## config.mk

```make
export PLATFORM = sky130hd
export DESIGN_NAME = spi_xfer_arbiter
export DESIGN_NICKNAME = d
export VERILOG_FILES = /design/src/rtl/spi_xfer_arbiter.sv
export SDC_FILE = /design/constraint.sdc
export NUM_CORES = 1
export LEC_CHECK = 0
export BUFFER_PORTS_ARGS = -buffer_cell sky130_fd_sc_hd__clkbuf_2
export CAP_MARGIN = 20
export CELL_PAD_IN_SITES_DETAIL_PLACEMENT = 0
export CELL_PAD_IN_SITES_GLOBAL_PLACEMENT = 2
export CORE_UTILIZATION = 29
export CTS_CLUSTER_DIAMETER = 40
export DETAILED_ROUTE_END_ITERATION = 8
export GPL_ROUTABILITY_DRIVEN = 0
export HOLD_SLACK_MARGIN = 0.1
export PLACE_DENSITY_LB_ADDON = 0.25
export SLEW_MARGIN = 30
export SYNTH_ARGS = -nofsm -noshare
export SYNTH_HDL_FRONTEND = slang
export SYNTH_SLANG_ARGS = --single-unit
```

## constraint.sdc

```tcl
create_clock -name clk -period 2.1 [get_ports clk]
set_input_delay 0.42 -clock clk [delete_from_list [all_inputs] [get_ports clk]]
set_output_delay 0.42 -clock clk [all_outputs]
set_load 0.01 [all_outputs]
```

## src/rtl/spi_xfer_arbiter.sv

```systemverilog
// Round-robin arbiter that time-shares one SPI master among N_REQ byte-level clients.
// Sequences SS, SPCR/SPIBR setup, the SPDR load strobe and SPIF completion (with timeout).
module spi_xfer_arbiter #(
   parameter int N_REQ       = 4,
   parameter int SS_GAP      = 4,
   parameter int SETUP_CYC   = 2,
   parameter int TIMEOUT_CYC = 1024
) (
   input  logic               clk,
   input  logic               rst,
   input  logic [N_REQ-1:0]   req,
   input  logic [8*N_REQ-1:0] tx_data,
   input  logic [N_REQ-1:0]   lock,
   input  logic               cfg_cpol,
   input  logic               cfg_cpha,
   input  logic [7:0]         cfg_prescale,
   output logic [N_REQ-1:0]   gnt,
   output logic [N_REQ-1:0]   done,
   output logic [7:0]         rx_data,
   output logic               err_timeout,
   output logic               spi_ss_n,
   output logic [7:0]         spi_spcr,
   output logic [7:0]         spi_spibr,
   output logic [7:0]         spi_txdata,
   output logic               spi_load,
   input  logic               spi_spif,
   input  logic [7:0]         spi_rxdata
);

   localparam int IW      = (N_REQ > 1) ? $clog2(N_REQ) : 1;
   localparam int TW      = $clog2(TIMEOUT_CYC + 1);
   localparam int SEQ_MAX = (SETUP_CYC > SS_GAP) ? SETUP_CYC : SS_GAP;
   localparam int SW      = $clog2(SEQ_MAX + 1);
   localparam logic [7:0] SPCR_RST = 8'h10;
   localparam logic [7:0] SPE_CLR  = 8'hBF;

   typedef enum logic [2:0] {
      ST_IDLE    = 3'd0,
      ST_SETUP   = 3'd1,
      ST_LOAD    = 3'd2,
      ST_WAIT    = 3'd3,
      ST_DONE    = 3'd4,
      ST_RELEASE = 3'd5
   } state_t;

   state_t            state_r;
   state_t            state_nxt_s;
   logic [IW-1:0]     ptr_r;
   logic [IW-1:0]     ptr_nxt_s;
   logic [SW-1:0]     seq_cnt_r;
   logic [SW-1:0]     seq_nxt_s;
   logic [TW-1:0]     tmo_cnt_r;
   logic [TW-1:0]     tmo_nxt_s;
   logic [N_REQ-1:0]  gnt_nxt_s;
   logic [N_REQ-1:0]  done_nxt_s;
   logic [7:0]        rx_nxt_s;
   logic              err_nxt_s;
   logic              ss_nxt_s;
   logic [7:0]        spcr_nxt_s;
   logic [7:0]        spibr_nxt_s;
   logic [7:0]        txd_nxt_s;
   logic              load_nxt_s;

   logic              pick_valid_s;
   logic [IW-1:0]     pick_idx_s;
   logic [IW-1:0]     cand_s;
   logic [7:0]        tx_byte_s [N_REQ];

   // Split the packed client data bus into per-requester bytes
   always_comb begin
      for (int i = 0; i < N_REQ; i++) begin
         tx_byte_s[i] = tx_data[8*i +: 8];
      end
   end

   // Round-robin pick: scan from farthest to nearest so the first set bit after ptr wins
   always_comb begin
      pick_valid_s = 1'b0;
      pick_idx_s   = '0;
      cand_s       = '0;
      for (int k = N_REQ; k >= 1; k--) begin
         cand_s       = IW'((int'(ptr_r) + k) % N_REQ);
         pick_idx_s   = req[cand_s] ? cand_s : pick_idx_s;
         pick_valid_s = pick_valid_s | req[cand_s];
      end
   end

   // Next-state and next-output logic for the transaction sequencer
   always_comb begin
      state_nxt_s = state_r;
      ptr_nxt_s   = ptr_r;
      seq_nxt_s   = seq_cnt_r;
      tmo_nxt_s   = tmo_cnt_r;
      gnt_nxt_s   = gnt;
      done_nxt_s  = '0;
      rx_nxt_s    = rx_data;
      err_nxt_s   = 1'b0;
      ss_nxt_s    = spi_ss_n;
      spcr_nxt_s  = spi_spcr;
      spibr_nxt_s = spi_spibr;
      txd_nxt_s   = spi_txdata;
      load_nxt_s  = 1'b0;
      case (state_r)
         ST_IDLE: begin
            seq_nxt_s = '0;
            if (pick_valid_s) begin
               state_nxt_s = ST_SETUP;
               ptr_nxt_s   = pick_idx_s;
               gnt_nxt_s   = {{(N_REQ-1){1'b0}}, 1'b1} << pick_idx_s;
               ss_nxt_s    = 1'b0;
               spcr_nxt_s  = {1'b0, 1'b1, 1'b0, 1'b1, cfg_cpol, cfg_cpha, 2'b00};
               spibr_nxt_s = cfg_prescale;
               txd_nxt_s   = tx_byte_s[pick_idx_s];
            end else begin
               ss_nxt_s = 1'b1;
            end
         end
         ST_SETUP: begin
            if (seq_cnt_r == SW'(SETUP_CYC - 1)) begin
               state_nxt_s = ST_LOAD;
               load_nxt_s  = 1'b1;
            end else begin
               seq_nxt_s = seq_cnt_r + SW'(1);
            end
         end
         ST_LOAD: begin
            state_nxt_s = ST_WAIT;
            tmo_nxt_s   = '0;
         end
         ST_WAIT: begin
            // SPIF takes priority over a timeout expiring in the same cycle
            if (spi_spif) begin
               state_nxt_s = ST_DONE;
               done_nxt_s  = gnt;
               rx_nxt_s    = spi_rxdata;
            end else if (tmo_cnt_r == TW'(TIMEOUT_CYC - 1)) begin
               state_nxt_s = ST_DONE;
               done_nxt_s  = gnt;
               rx_nxt_s    = 8'h00;
               err_nxt_s   = 1'b1;
            end else begin
               tmo_nxt_s = tmo_cnt_r + TW'(1);
            end
         end
         ST_DONE: begin
            // err_timeout is still high here exactly when this byte timed out
            if (lock[ptr_r] && !err_timeout && req[ptr_r]) begin
               state_nxt_s = ST_LOAD;
               load_nxt_s  = 1'b1;
               txd_nxt_s   = tx_byte_s[ptr_r];
            end else begin
               state_nxt_s = ST_RELEASE;
               ss_nxt_s    = 1'b1;
               spcr_nxt_s  = spi_spcr & SPE_CLR;
               gnt_nxt_s   = '0;
               seq_nxt_s   = '0;
            end
         end
         ST_RELEASE: begin
            if (seq_cnt_r == SW'(SS_GAP - 1)) begin
               state_nxt_s = ST_IDLE;
            end else begin
               seq_nxt_s = seq_cnt_r + SW'(1);
            end
         end
         default: begin
            state_nxt_s = ST_IDLE;
            ss_nxt_s    = 1'b1;
            gnt_nxt_s   = '0;
         end
      endcase
   end

   // State, counters and registered outputs
   always_ff @(posedge clk) begin
      if (rst) begin
         state_r     <= ST_IDLE;
         ptr_r       <= IW'(N_REQ - 1);
         seq_cnt_r   <= '0;
         tmo_cnt_r   <= '0;
         gnt         <= '0;
         done        <= '0;
         rx_data     <= 8'h00;
         err_timeout <= 1'b0;
         spi_ss_n    <= 1'b1;
         spi_spcr    <= SPCR_RST;
         spi_spibr   <= 8'h00;
         spi_txdata  <= 8'h00;
         spi_load    <= 1'b0;
      end else begin
         state_r     <= state_nxt_s;
         ptr_r       <= ptr_nxt_s;
         seq_cnt_r   <= seq_nxt_s;
         tmo_cnt_r   <= tmo_nxt_s;
         gnt         <= gnt_nxt_s;
         done        <= done_nxt_s;
         rx_data     <= rx_nxt_s;
         err_timeout <= err_nxt_s;
         spi_ss_n    <= ss_nxt_s;
         spi_spcr    <= spcr_nxt_s;
         spi_spibr   <= spibr_nxt_s;
         spi_txdata  <= txd_nxt_s;
         spi_load    <= load_nxt_s;
      end
   end

endmodule

```

# Word level (Yosys, flattened, before mapping)
# Cells that the tools add are included.
# op_classes
addsub,6
order_cmp,7
n_eq_ne,18
shift,1
n_mux,56
bitwise_logic,8
reduce_logical,21
# ops
op,n
8-bit two-way mux,9
8-bit binary-select mux with 2-bit select,2
8-bit case mux with 2 select lines,2
3-bit two-way mux,9
11-bit two-way mux,2
11-bit case mux with 2 select lines,1
"2-bit inequality test, second input constant",9
3-bit case mux with 6 select lines,1
4-bit two-way mux,4
"2-bit by 3-bit < comparator with 1-bit output, second input constant",5
3-bit AND reduction,5
1-bit binary-select mux with 2-bit select,6
3-bit case mux with 4 select lines,1
4-bit case mux with 3 select lines,1
"11-bit by 1-bit adder with 11-bit output, second input constant",1
"11-bit by 10-bit equality test with 1-bit output, second input constant",1
1-bit two-way mux,11
"3-bit by 2-bit equality test with 1-bit output, second input constant",3
2-bit two-way mux,4
4-bit AND reduction,2
7-bit two-way mux,1
"3-bit by 1-bit equality test with 1-bit output, second input constant",2
"3-bit equality test, second input constant",2
"3-bit greater-or-equal comparator, second input constant",2
19 further kinds,31
# totals
regBits,62
in_bits,61
out_inout_bits,43
wordCells,131

# Depth between registers and ports, before layout
# Gate-level depths: netlist (run 1).
# depth
word_depth,13
mapped_depth,7
mapped_depth_nobuf,7

# Least setup slack after synthesis (run 1)
# OpenSTA, ideal clock, no wires.
# synth_timing
path_kind,input-to-reg
from,in req[0]
to,reg spi_txdata[5]
setup_ps,117
t_arrival_ps,1724
required_time_ps,1983
setup_slack_ps,259
stages,6
path_buffers,1
path_cell_list,or4_1 > nand2_1 > o21a_1 > buf_2 > nor2_2 > a32o_1
# synth_via
elab_chain_cells,12
elab_cells_between_ends,27
classes_between,2 x eq/ne; 19 x mux; 4 x bitwise; 2 x reduce/logical
# synth_lines
element,line,text
from (decl),11,"input logic [N_REQ-1:0] req,"
1-bit binary-select mux with 2-bit select,"83, 84",
1-bit two-way mux (implied by the code),"83, 84",
2-bit two-way mux (4 in a row),83,pick_idx_s = req[cand_s] ? cand_s : pick_idx_s;
2-bit inverter with 3-bit output (implied by the code),113,txd_nxt_s = tx_byte_s[pick_idx_s];
8-bit binary-select mux with 2-bit select,113,
8-bit two-way mux (implied by the code) (2 in a row),113,
8-bit two-way mux,106,if (pick_valid_s) begin
8-bit case mux with 2 select lines,103,case (state_r)
to (signal assigned),202,spi_txdata <= txd_nxt_s;
to (decl),24,"output logic [7:0] spi_txdata,"
# Several ways; a longest one is shown, not always the timed one. The select of a mux whose other input is x is not followed.
# A chain may end at the register's enable or synchronous reset.

# Final worst setup path (run 1)
# layout_timing
from,reg tmo_cnt_r[0]
to,reg tmo_cnt_r[5]
# layout_via
elab_chain_cells,4
elab_cells_between_ends,7
classes_between,1 x add/sub; 2 x eq/ne; 3 x mux; 1 x reduce/logical
# layout_lines
element,line,text
from (decl),52,logic [TW-1:0] tmo_cnt_r;
from (signal assigned),194,tmo_cnt_r <= tmo_nxt_s;
11-bit by 1-bit adder with 11-bit output,142,tmo_nxt_s = tmo_cnt_r + TW'(1);
11-bit two-way mux,136,end else if (tmo_cnt_r == TW'(TIMEOUT_CYC - 1)) begin
11-bit two-way mux,132,if (spi_spif) begin
11-bit case mux with 2 select lines,103,
# Several ways; a longest one is shown, not always the timed one. The select of a mux whose other input is x is not followed.

==> reports/summary.log, run 1 <==
qor: status.outcome finished clean
qor: clock_network.clock-sinks 58
qor: synthesis.async_set_or_reset_register_ratio_after_synthesis 0%
qor: clock_network.ctsRootBufferMaster sky130_fd_sc_hd__clkbuf_8
qor: timing.final.setup_skew 8.959 ps
qor: clock_network.post_cts_hold_buffer_count 0
qor: synthesis.synth_warnings 0
qor: synthesis.yosysMostFrequentCell sky130_fd_sc_hd__dfxtp_1
qor: flow_run.maxCapViolCount 0
qor: detailed_routing.firstDrtPassIters 6
qor: global_routing.wire_length_of_the_first_global_routing_pass 13500 µm
qor: worst_setup_path.timing_worst_setup_path_type reg -> reg
qor: clock_network.maximum_root_to_sink_buffer_count 2
qor: floorplan.initial_utilization 29.98%
qor: synthesis.synth.distinct_cells 53
qor: clock_network.htree_num_levels 3
qor: worst_setup_path.timing.critical_path.from_type register
qor: timing.slew_headroom 61.53%
qor: timing.grt_setup_unrepaired false
qor: placement.dp.cells 582
qor: cells_and_area.finalNonFillerCells 597
qor: worst_setup_path.critical_path_peak_fanout 8
qor: synthesis.synth_area_leader_cell sky130_fd_sc_hd__dfxtp_1
qor: pwr.worst_supply_voltage_drop_on_vdd 0.2941 mV
qor: cells_and_area.proportion_of_layout_cells_with_a_drive_suffix_above_1 34.49%
qor: placement.cell_area_placed 3842 µm²
qor: timing.tightest_slew 575.9 ps
qor: cells_and_area.n_antenna_cell 0
qor: worst_setup_path.worst_path_max_delay_cell sky130_fd_sc_hd__or4_1
qor: synthesis.synth_largest_type_area_fraction 37.51%
qor: detailed_routing.routedWlPerCell 13.68 µm
qor: hold_path.hold_path.class in -> reg
qor: detailed_routing.detailroute.via_count 2873
qor: worst_setup_path.timing.critical_path.arrival 2210 ps
qor: floorplan.std_cell_rows 37
qor: cells_and_area.final_cell_area 4048 µm²
qor: timing.timing.final.max_slew_violations 0
qor: clock_network.clock_tree_from_tritoncts built
qor: floorplan.die-area 11090 µm²
qor: global_routing.number_of_antenna_violations_at_the_first_check_in_global_routing 0
qor: placement.dpl.hpwl 6132 µm
qor: pwr.power.density_cell_area 745.6 nW/µm²
qor: worst_setup_path.category_of_cells_accounting_for_the_largest_share_of_critical_path_delay simple AND/OR/NAND/NOR gates
qor: global_routing.vias_in_the_first_global_route 2920
qor: synthesis.postSynthAreaPerCell 8.972 µm²
qor: global_routing.grt-ovfl-total 0
qor: timing.report.final.hold_viol_count 0
qor: worst_setup_path.worstPathBufferInverterCount 1
qor: timing.tns 0 ps
qor: clock_network.cts_inserted_buffers 9
qor: floorplan.floorplan_die_width 105.3 µm
qor: synthesis.synth_flop_cell sky130_fd_sc_hd__dfxtp_1
qor: timing.holdWs 308.6 ps
qor: detailed_routing.vias_per_cell 4.812
qor: detailed_routing.antenna_violating_nets_post_route 0
qor: worst_setup_path.cpPeakStageDelay 480 ps
qor: timing.final_min_period_over_clock_period 93.26%
qor: synthesis.yosysSeqAreaShare 37.51%
qor: clock_network.clk_pin_slew 70 ps
qor: global_routing.grt_util_all_layers 15.43%
qor: synthesis.synthCells 345
qor: detailed_routing.routed_wl 8165 µm
qor: cells_and_area.area_growth 30.76%
qor: worst_setup_path.timing.critical_path.to_type register
qor: worst_setup_path.crit_chain ha_1 -> nand3_1 -> o41ai_4 -> buf_4 -> a21o_2 -> or4_1 -> a21oi_1
qor: synthesis.syn_std_cell_area 3095 µm²
qor: placement.buffer_ports.inserted 99
qor: floorplan.die_height 105.3 µm
qor: synthesis.synth_edf_count 0
qor: clock_network.insertion_delay 330 ps
qor: floorplan.design.portCount 104
qor: detailed_routing.drt_iter0_drc 99
qor: cells_and_area.fin_nets 522
qor: timing.fmaxAchievable 510.6 MHz
qor: timing.period_needed 1958 ps
qor: detailed_routing.route.detailed.drc 0
qor: synthesis.synthTopCellsByArea sky130_fd_sc_hd__dfxtp_1 38%, sky130_fd_sc_hd__mux2i_1 6.8%, sky130_fd_sc_hd__mux4_2 6.5%
qor: pwr.p_total 3.018 mW
qor: global_routing.pin_count_of_the_biggest_net_entering_global_routing 38
qor: synthesis.synth_top_cells_by_count 58 x sky130_fd_sc_hd__dfxtp_1, 34 x sky130_fd_sc_hd__nand2_1, 33 x sky130_fd_sc_hd__nor2_1
qor: worst_setup_path.worstPathRequired 2350 ps
qor: floorplan.floorplan.core_area 10320 µm²
qor: synthesis.ys_seq_elements 58
qor: timing.setup-violations-final 0
qor: pwr.total_leakage_power 1.730 nW
==> final timing paths <==
path | startpoint | endpoint | slack [ps] | cells past startpoint
max | tmo_cnt_r[0] | tmo_cnt_r[5] | 140 | 7
min | cfg_prescale[4] | spi_spibr[4] | 310 | 3
max reg2reg | tmo_cnt_r[0] | tmo_cnt_r[5] | 140 | 7
min reg2reg | spi_spibr[4] | spi_spibr[4] | 450 | 2
==> area by class of cell <==
type | count | area [µm²]
clock buffers | 13 | 168.9
inverters | 7 | 26.28
flip-flops and latches | 58 | 1161
fillers | 1070 | 6276
well taps | 136 | 170.2
repair buffers | 122 | 693.2
clock inverters | 2 | 35.03
multi-input cells | 259 | 1793
==> worst register-to-register path, delay by kind of cell (launching register included) <==
family / cells / cell delay, ps
DFF: 1 / 330
and+or+nand+nor: 2 / 660
AOI/OAI and AO/OA: 3 / 500
buffers and inverters: 1 / 160
adders and majority gates: 1 / 250
==> registers in the layout, summed over array words and instances (netlist names) <==
| register | count |
|---|---|
| spi_ss_n | 1 |
| err_timeout | 1 |
| gnt | 4 |
| spi_spibr | 8 |
| state_r | 3 |
| spi_load | 1 |
| seq_cnt_r | 3 |
| ptr_r | 2 |
| rx_data | 8 |
| spi_spcr | 4 |
| done | 4 |
| spi_txdata | 8 |
| tmo_cnt_r | 11 |
==> logic make-up (layout without fill, tap and decap cells) <==
group           after synthesis  in the layout  share of synthesized area (%)
mux                          33             33                          14.43
flops                        58             58                          37.51
other cells                   1              4                         0.1211
simple gates                138            138                          23.04
buf+inv                      31            144                          4.972
compound gates               76             76                          17.18
xor+xnor                      4              4                          1.132
fa+ha+maj                     4              4                          1.617
==> through the flow <==
| stage | setup slack (ps) | util (%) |
|---|---|---|
| after floorplan | 258.9 | - |
| after global placement | 59.69 | 37.22 |
| after detailed placement | 70.82 | 37.22 |
| after CTS | 130.8 | 39.20 |
| after global routing | 18.17 | 39.21 |
| final | 141.6 | 39.21 |
==> cells in the final DEF, fill, tap and decap left out, types with 3 or more instances in the layout <==
cell type and instances:
sky130_fd_sc_hd__dfxtp_1 58, sky130_fd_sc_hd__a22oi_1 11, sky130_fd_sc_hd__a32o_1 5, sky130_fd_sc_hd__mux2i_1 21, sky130_fd_sc_hd__clkbuf_2 99, sky130_fd_sc_hd__a211oi_1 3, sky130_fd_sc_hd__conb_1 4, sky130_fd_sc_hd__nor3_1 4
sky130_fd_sc_hd__nor2_1 33, sky130_fd_sc_hd__xnor2_1 4, sky130_fd_sc_hd__mux2_2 3, sky130_fd_sc_hd__clkbuf_8 12, sky130_fd_sc_hd__a31oi_1 3, sky130_fd_sc_hd__or3_1 4, sky130_fd_sc_hd__nand3_1 11, sky130_fd_sc_hd__nand2_1 34
sky130_fd_sc_hd__inv_1 7, sky130_fd_sc_hd__nand2b_1 5, sky130_fd_sc_hd__and2_1 6, sky130_fd_sc_hd__o31ai_1 3, sky130_fd_sc_hd__buf_4 21, sky130_fd_sc_hd__nor2b_1 14, sky130_fd_sc_hd__o21ai_0 8, sky130_fd_sc_hd__mux4_2 9
sky130_fd_sc_hd__or4_1 3, sky130_fd_sc_hd__ha_1 4, sky130_fd_sc_hd__a21oi_1 25, sky130_fd_sc_hd__nor3b_1 6
==> timing repair <==
action	4_1_cts	5_1_grt
resized for setup	0	2
setup buffers	0	0
endpoints found under the setup margin	0	2
==> layer usage <==
| layer | vias up | GRT usage [%] | share of wire [%] |
|---|---|---|---|
| li1 | 1469 | - | - |
| met1 | 1328 | 17.22 | 45 |
| met2 | 67 | 27.58 | 50 |
| met3 | 9 | 4.453 | 4.6 |
| met4 | 0 | 5.835 | 1.3 |
| met5 | - | 0 | 0 |
==> power breakdown <==
group	internal (mW)	total (mW)	leakage [nW]	switching, mW
logic	0.367	0.730	1.15	0.363
registers	1.17	1.23	0.473	0.0515
clock network	0.637	1.06	0.106	0.425
total	2.18	3.02	1.73	0.839
Power figures use the tool's default switching activity.
==> run 2: changes to the inputs <==
--- a/config.mk
+++ b/config.mk
@@ -15,6 +15,7 @@
 export GPL_ROUTABILITY_DRIVEN = 0
 export HOLD_SLACK_MARGIN = 0.1
 export PLACE_DENSITY_LB_ADDON = 0.25
+export SETUP_SLACK_MARGIN = 0.4
 export SLEW_MARGIN = 30
 export SYNTH_ARGS = -nofsm -noshare
 export SYNTH_HDL_FRONTEND = slang
==> constraint.sdc (replaced) <==
create_clock -name clk -period 2.1 [get_ports clk]
set_input_delay 0.63 -clock clk [delete_from_list [all_inputs] [get_ports clk]]
set_output_delay 0.63 -clock clk [all_outputs]
set_load 0.01 [all_outputs]
==> run 2 against run 1 <==
Combinational power rose by 25%. Maximum frequency rose by 11%. Count of clock-buffer cells in the layout fell by 2. Critical endpoint unchanged. Flip-flop and latch count did not move. Worst hold slack improved by 150 ps. First-iteration DRC count rose by 7.1%. Power rose by 9.3%. Largest cell class unchanged. Routed wire length rose by 9.8%. Clock power rose by 9%. Cell area rose by 14%.
==> reports/summary.log, run 2 (same netlist as run 1, synthesis figures left out) <==
qor: worst_setup_path.timing.critical_path.to_type register
qor: global_routing.wire_length_of_the_first_global_routing_pass 13810 µm [+2.3%]
qor: detailed_routing.routedWlPerCell 14.39 µm [+5.2%]
qor: global_routing.grtUsageMet1 19.88% [+2.7 points]
qor: cells_and_area.n_antenna_cell 0 [unchanged]
qor: clock_network.post_cts_hold_buffer_count 0 [unchanged]
qor: clock_network.clock_tree_from_tritoncts built
qor: clock_network.clock-sinks 58 [unchanged]
qor: detailed_routing.drt_iter0_drc 106 [+7.1%]
qor: cells_and_area.num-fill-cells 1006 [-6.0%]
qor: cells_and_area.seqCellArea 1191 µm² [+2.6%]
qor: worst_setup_path.cpPeakStageDelay 470 ps [about the same]
qor: timing.fmaxAchievable 567.0 MHz [+11%]
qor: worst_setup_path.critical_path_peak_fanout 6 [-2]
qor: cells_and_area.largest_register_ffs 11 [unchanged]
qor: timing.setup-violations-final 0 [unchanged]
qor: global_routing.globalRouteMet2Util 25.99% [-1.6 points]
qor: clock_network.cts_inserted_buffers 9 [unchanged]
qor: detailed_routing.routed_wl 8966 µm [+9.8%]
qor: global_routing.top_usage_layer met2
qor: worst_setup_path.worstPathBufferInverterCount 1 [unchanged]
qor: worst_setup_path.crit_chain ha_4 -> nand3_4 -> o41ai_4 -> buf_4 -> a21o_4 -> or4_1 -> a21oi_1
qor: timing.final.setup_skew 5.599 ps [-3.360 ps]
qor: pwr.power.density_cell_area 714.8 nW/µm² [-4.1%]
qor: cells_and_area.multiInputGateArea 2049 µm² [+14%]
qor: pwr.worst_supply_voltage_drop_on_vdd 0.2787 mV [-5.3%]
qor: timing.final_min_period_over_clock_period 83.98% [-9.3 points]
qor: worst_setup_path.timing.critical_path.arrival 2020 ps [-190 ps]
qor: cells_and_area.area_growth 49.07%
qor: worst_setup_path.worst_path_max_delay_cell sky130_fd_sc_hd__or4_1
qor: cells_and_area.final_common_cell sky130_fd_sc_hd__clkbuf_2
qor: cells_and_area.regMostFlops tmo_cnt_r
qor: timing.timing.final.max_slew_violations 0 [unchanged]
qor: detailed_routing.vias_per_cell 4.843 [+0.63%]
qor: floorplan.die_height 105.3 µm [unchanged]
qor: cells_and_area.proportion_of_layout_cells_with_a_drive_suffix_above_1 48.87% [+14 points]
qor: status.outcome finished clean
qor: global_routing.pin_count_of_the_biggest_net_entering_global_routing 23 [-39%]
qor: timing.period_needed 1764 ps [-194.7 ps]
qor: worst_setup_path.timing_worst_setup_path_type reg -> reg
qor: floorplan.initial_utilization 29.98% [unchanged]
qor: flow_run.maxCapViolCount 0 [unchanged]
qor: floorplan.std_cell_rows 37 [unchanged]
qor: worst_setup_path.category_of_cells_accounting_for_the_largest_share_of_critical_path_delay simple AND/OR/NAND/NOR gates
qor: clock_network.ctsRootBufferMaster sky130_fd_sc_hd__clkbuf_8
qor: clock_network.maximum_root_to_sink_buffer_count 2 [unchanged]
qor: placement.cell_area_placed 3884 µm² [+1.1%]
qor: clock_network.htree_num_levels 3 [unchanged]
qor: timing.report.final.hold_viol_count 0 [unchanged]
qor: timing.grt_setup_unrepaired true
qor: worst_setup_path.worstPathRequired 2360 ps [about the same]
qor: timing.slew_headroom 62.62% [+1.1 points]
qor: floorplan.floorplan.core_area 10320 µm² [unchanged]
qor: global_routing.vias_in_the_first_global_route 2912 [-0.27%]
qor: clock_network.clk_pin_slew 70 ps [about the same]
qor: floorplan.floorplan_die_width 105.3 µm [unchanged]
qor: placement.dpl.hpwl 6293 µm [+2.6%]
qor: detailed_routing.route.detailed.drc 0 [unchanged]
qor: timing.tightest_slew 560.7 ps [-15.18 ps]
qor: floorplan.die-area 11090 µm² [unchanged]
qor: global_routing.grt-ovfl-total 0 [unchanged]
qor: cells_and_area.highest_count_cells_in_the_layout_ignoring_fill_and_taps 96 x sky130_fd_sc_hd__clkbuf_2, 46 x sky130_fd_sc_hd__dfxtp_1, 37 x sky130_fd_sc_hd__buf_4, 32 x sky130_fd_sc_hd__nand2_1, 30 x sky130_fd_sc_hd__nor2_1
qor: detailed_routing.firstDrtPassIters 4 [-2]
qor: placement.dp.cells 587 [+0.86%]
qor: hold_path.hold_path.class reg -> reg
qor: cells_and_area.finalNonFillerCells 623 [+4.4%]
qor: clock_network.insertion_delay 330 ps [about the same]
qor: cells_and_area.fin_nets 547 [+4.8%]
qor: global_routing.grt_util_all_layers 15.50% [+0.069 points]
qor: global_routing.grt_util_met3 2.536% [-1.9 points]
qor: detailed_routing.detailroute.via_count 3017 [+5.0%]
qor: pwr.total_leakage_power 1.942 nW [+12%]
qor: placement.buffer_ports.inserted 99 [unchanged]
qor: detailed_routing.antenna_violating_nets_post_route 0 [unchanged]
qor: cells_and_area.post-route-util 44.70% [+5.5 points]
qor: global_routing.number_of_antenna_violations_at_the_first_check_in_global_routing 0 [unchanged]
qor: cells_and_area.final_cell_area 4614 µm² [+14%]
qor: floorplan.design.portCount 104 [unchanged]
qor: worst_setup_path.timing.critical_path.from_type register
[run 2: cell count changes in the layout (fill, tap and decap cells not counted), moves of 4 or more]
cell,change
sky130_fd_sc_hd__buf_4,+16
sky130_fd_sc_hd__dfxtp_1,-12
sky130_fd_sc_hd__buf_6,+10
sky130_fd_sc_hd__o21ai_0,-7
sky130_fd_sc_hd__dfxtp_2,+6
sky130_fd_sc_hd__dfxtp_4,+6
sky130_fd_sc_hd__o21ai_1,+6
sky130_fd_sc_hd__a22oi_1,-4
sky130_fd_sc_hd__a22oi_2,+4
[run 2: final timing paths]
path                                endpoint  slack, ps  cells past startpoint         start
worst min register to register  spi_spibr[7]        460                      2  spi_spibr[7]
worst max register to register  tmo_cnt_r[5]        340                      7  tmo_cnt_r[0]
worst max-delay path            tmo_cnt_r[5]        340                      7  tmo_cnt_r[0]
worst min-delay path            spi_spibr[7]        460                      2  spi_spibr[7]
[run 2: power by group]
| group | switching, mW | internal [mW] |
|---|---|---|
| clock | 0.461 | 0.697 |
| sequential | 0.0598 | 1.17 |
| combinational | 0.423 | 0.486 |
| total | 0.944 | 2.35 |
[run 2: layout make-up]
class / count / share of cell area [%]
tap: 136 / 3.688
clock buffer: 11 / 3.064
inverter: 7 / 0.6236
clock inverter: 5 / 1.681
multi-input combinational: 259 / 44.41
timing repair buffer: 147 / 20.72
sequential: 58 / 25.81
[run 2: per-stage QoR]
stage / power [mW] / setup WS (ps) / hold slack [ps] / TNS [ps]
after floorplan: 1.739 / 167.7 / 445.4 / 0
after global placement: 2.015 / -14.47 / 429.6 / -46.51
after detailed placement: 2.014 / -45.46 / 439.0 / -245.0
after CTS: 3.221 / 288.5 / 458.1 / 0
after global routing: 3.461 / 264.8 / 485.0 / 0
final: 3.298 / 336.3 / 455.1 / 0
[run 2: repair_timing]
item	in CTS	in global routing
pin swaps	6	18
endpoints found under the setup margin	44	41
resized for setup	24	68
setup buffers	7	11
cloned	0	2
[run 2: routing by layer]
metal | wire length, µm | share of wire [%]
met5 | 0 | 0
met1 | 4087 | 46
met2 | 4340 | 48
met3 | 355 | 4.0
met4 | 182 | 2.0
[run 2: worst register-to-register path, stage by stage, from the launching register on]
cell and delay [ps]:
sky130_fd_sc_hd__dfxtp_4 350, sky130_fd_sc_hd__ha_4 160, sky130_fd_sc_hd__nand3_4 90, sky130_fd_sc_hd__o41ai_4 80, sky130_fd_sc_hd__buf_4 170, sky130_fd_sc_hd__a21o_4 240
sky130_fd_sc_hd__or4_1 470, sky130_fd_sc_hd__a21oi_1 130
==> run 3: changes to the inputs <==
--- a/config.mk
+++ b/config.mk
@@ -9,7 +9,7 @@
 export CAP_MARGIN = 20
 export CELL_PAD_IN_SITES_DETAIL_PLACEMENT = 0
 export CELL_PAD_IN_SITES_GLOBAL_PLACEMENT = 2
-export CORE_UTILIZATION = 29
+export CORE_UTILIZATION = 26
 export CTS_CLUSTER_DIAMETER = 40
 export DETAILED_ROUTE_END_ITERATION = 8
 export GPL_ROUTABILITY_DRIVEN = 0
==> constraint.sdc (replaced) <==
create_clock -name clk -period 1.5 [get_ports clk]
set_input_delay 0.45 -clock clk [delete_from_list [all_inputs] [get_ports clk]]
set_output_delay 0.45 -clock clk [all_outputs]
set_load 0.01 [all_outputs]
==> run 3 against run 2 <==
Largest power group is now clock. Register-to-register slack worse by 650 ps. Clock skew down 1.1 ps. Clock power is 89% higher. The flow now finishes with violations (design-rule violations, negative setup slack).
==> reports/summary.log, run 3 (same netlist as run 1, synthesis figures left out) <==
qor: detailed_routing.routed_wl 10330 µm [+15%]
qor: hold_path.holdPathStages 3 [+1]
qor: global_routing.wire_length_of_the_first_global_routing_pass 16090 µm [+16%]
qor: clock_network.clock-sinks 58 [unchanged]
qor: detailed_routing.wl_met1 4539 µm [+11%]
qor: hold_path.hold_path.class in -> reg
qor: detailed_routing.route.detailed.drc 12 [+12]
qor: detailed_routing.vias_per_cell 4.769 [-1.5%]
qor: clock_network.cts_inserted_buffers 9 [unchanged]
qor: placement.dpl.hpwl 7103 µm [+13%]
qor: timing.setup_ws -311.9 ps [-648.2 ps]
qor: detailed_routing.firstDrtPassIters 6 [+2]
qor: cells_and_area.final_common_cell sky130_fd_sc_hd__buf_4
qor: worst_setup_path.worstPathRequired 1720 ps [-640 ps]
qor: global_routing.grt-ovfl-total 0 [unchanged]
qor: timing.report.final.hold_viol_count 0 [unchanged]
qor: floorplan.die_height 111.1 µm [+5.5%]
qor: detailed_routing.antenna_violating_nets_post_route 0 [unchanged]
qor: flow_run.maxCapViolCount 0 [unchanged]
qor: worst_setup_path.worst-r2r-setup-slack -310 ps [-650 ps]
qor: global_routing.grt_util_all_layers 16.50% [+1.0 points]
qor: timing.fmaxAchievable 551.9 MHz [-2.7%]
qor: hold_path.min-delay-start cfg_prescale[6]
qor: worst_setup_path.timing.critical_path.to_type register
qor: hold_path.timing.hold.worst_endpoint spi_spibr[6]
qor: worst_setup_path.timing_worst_setup_path_type reg -> reg
qor: cells_and_area.highest_count_cells_in_the_layout_ignoring_fill_and_taps 80 x sky130_fd_sc_hd__buf_4, 59 x sky130_fd_sc_hd__clkbuf_2, 51 x sky130_fd_sc_hd__buf_6, 42 x sky130_fd_sc_hd__dfxtp_2, 33 x sky130_fd_sc_hd__nand2_1
qor: global_routing.vias_in_the_first_global_route 3357 [+15%]
qor: worst_setup_path.r2r.worst_path.cells 7 [unchanged]
qor: placement.buffer_ports.inserted 99 [unchanged]
qor: clock_network.post_cts_hold_buffer_count 0 [unchanged]
qor: cells_and_area.proportion_of_layout_cells_with_a_drive_suffix_above_1 63.02% [+14 points]
qor: cells_and_area.area_growth 84.84%
qor: cells_and_area.largest_register_ffs 11 [unchanged]
qor: pwr.total_leakage_power 2.427 nW [+25%]
qor: detailed_routing.wl_met3 420 µm [+18%]
qor: timing.timing.final.max_slew_violations 0 [unchanged]
qor: floorplan.initial_utilization 26.88% [-3.1 points]
qor: worst_setup_path.worstReg2RegStart ptr_r[1]
qor: worst_setup_path.cpPeakStageDelay 360 ps [-110 ps]
qor: floorplan.die-area 12350 µm² [+11%]
qor: timing.final.setup_skew 4.519 ps [-1.080 ps]
qor: detailed_routing.top_signal_layer_used met4
qor: worst_setup_path.timing.critical_path.arrival 2030 ps [about the same]
qor: floorplan.floorplan_die_width 111.1 µm [+5.5%]
qor: clock_network.ctsRootBufferMaster sky130_fd_sc_hd__clkbuf_16
qor: worst_setup_path.timing.critical_path.from_type register
qor: pwr.intPower 4.015 mW [+71%]
qor: cells_and_area.fin_nets 609 [+11%]
qor: timing.setup-violations-final 50 [+50]
qor: detailed_routing.length_of_routed_met2_wiring 5221 µm [+20%]
qor: timing.holdWs 330.4 ps [-124.7 ps]
qor: detailed_routing.detailroute.via_count 3300 [+9.4%]
qor: global_routing.number_of_antenna_violations_at_the_first_check_in_global_routing 0 [unchanged]
qor: pwr.comb_power_share 29.4% [+1.8 points]
qor: cells_and_area.final_cell_area 5722 µm² [+24%]
qor: timing.grt_setup_unrepaired true
qor: floorplan.floorplan.core_area 11520 µm² [+12%]
qor: placement.cell_area_placed 4347 µm² [+12%]
qor: pwr.power.density_cell_area 978.3 nW/µm² [+37%]
qor: floorplan.std_cell_rows 39 [+5.4%]
qor: pwr.worst_supply_voltage_drop_on_vdd 0.5308 mV [+90%]
qor: worst_setup_path.crit_chain buf_6 -> or3b_1 -> o311a_4 -> buf_12 -> mux2i_1 -> nand3_1 -> a32o_1
qor: pwr.sequentialPowerShare 31.4% [-5.9 points]
qor: worst_setup_path.critical_path.reg2reg.endpoint spi_txdata[0]
qor: placement.dp_slack -499.8 ps [-454.3 ps]
qor: status.outcome finished, violations left
qor: timing.tns -7546 ps [-7546 ps]
qor: worst_setup_path.critical_path_peak_fanout 5 [-1]
qor: cells_and_area.regMostFlops tmo_cnt_r
qor: worst_setup_path.worst_path_max_delay_cell sky130_fd_sc_hd__dfxtp_4
qor: clock_network.maximum_root_to_sink_buffer_count 2 [unchanged]
qor: timing.period_needed 1812 ps [+48.25 ps]
qor: pwr.power.clock.fraction 39.2% [+4.1 points]
qor: timing.final_min_period_over_clock_period 120.8% [+37 points]
qor: floorplan.design.portCount 104 [unchanged]
qor: clock_network.htree_num_levels 3 [unchanged]
qor: cells_and_area.n_antenna_cell 0 [unchanged]
qor: detailed_routing.drt_iter0_drc 94 [-11%]
qor: status.failed_checks design-rule violations, negative setup slack
qor: cells_and_area.finalNonFillerCells 692 [+11%]
qor: detailed_routing.routedWlPerCell 14.93 µm [+3.7%]
qor: pwr.netSwitchingFraction 28.27% [-0.36 points]
qor: clock_network.insertion_delay 330 ps [about the same]
qor: global_routing.pin_count_of_the_biggest_net_entering_global_routing 19 [-17%]
qor: clock_network.clk_pin_slew 50 ps [-20 ps]
qor: pwr.switchingPower 1.582 mW [+68%]
qor: placement.dp.cells 641 [+9.2%]
qor: clock_network.clock_tree_from_tritoncts built
-- run 3: power by group through the flow --
stage / Clock, mW / Sequential, mW / Combinational [mW]
finish: 2.19 / 1.76 / 1.65
global route: 2.32 / 1.77 / 1.77
floorplan: 0 / 1.76 / 0.685
global placement: 0 / 1.75 / 1.19
CTS: 2.26 / 1.73 / 1.42
detailed placement: 0 / 1.75 / 1.20
-- run 3: how the worst max path moves through the flow --
stage / to / startpoint / slack (ps) / depth (start not counted)
6_report: spi_txdata[0] / ptr_r[1] / -310 / 7
2_1_floorplan: spi_txdata[5] / req[0] / -250 / 6
3_5_place_dp: state_r[0] / req[1] / -500 / 7
3_3_place_gp: state_r[0] / req[1] / -490 / 7
4_1_cts: spi_txdata[0] / ptr_r[1] / -290 / 7
5_1_grt: spi_txdata[2] / ptr_r[1] / -360 / 7
-- run 3: timing repair --
| action | in CTS | in global routing |
|---|---|---|
| cloned | 2 | 1 |
| buffers inserted | 22 | 10 |
| gates resized for setup | 99 | 115 |
| hold endpoints to repair | 0 | 0 |
| pin swaps | 33 | 28 |
| setup endpoints to repair | 97 | 97 |
-- run 3: final cells by class --
| class | count | area, µm² |
|---|---|---|
| repair buffers | 209 | 1775 |
| clock inverters | 6 | 72.57 |
| well taps | 143 | 178.9 |
| multi-input cells | 259 | 2187 |
| flip-flops and latches | 58 | 1229 |
| inverters | 7 | 28.78 |
| fillers | 1093 | 5794 |
| clock buffers | 10 | 250.2 |
-- run 3: metal layers --
metal | up-vias | global-route usage [%]
li1 | 1642 | -
met1 | 1572 | 19.44
met2 | 75 | 29.43
met3 | 11 | 3.554
met4 | 0 | 5.766
met5 | - | 0
-- run 3: worst max-delay path: cells and delay by family, from the launching register on --
family | cells | cell delay (ps)
DFF | 1 | 360
and+or+nand+nor | 2 | 460
buffers and inverters | 2 | 270
muxes | 1 | 170
AOI/OAI and AO/OA | 2 | 430
-- run 3: metrics by stage --
stage / total power, mW / utilization [%]
final: 5.597 / 49.68
after global routing: 5.853 / 49.68
after CTS: 5.407 / 45.24
after detailed placement: 2.947 / 37.74
after global placement: 2.946 / 37.74
after floorplan: 2.449 / -
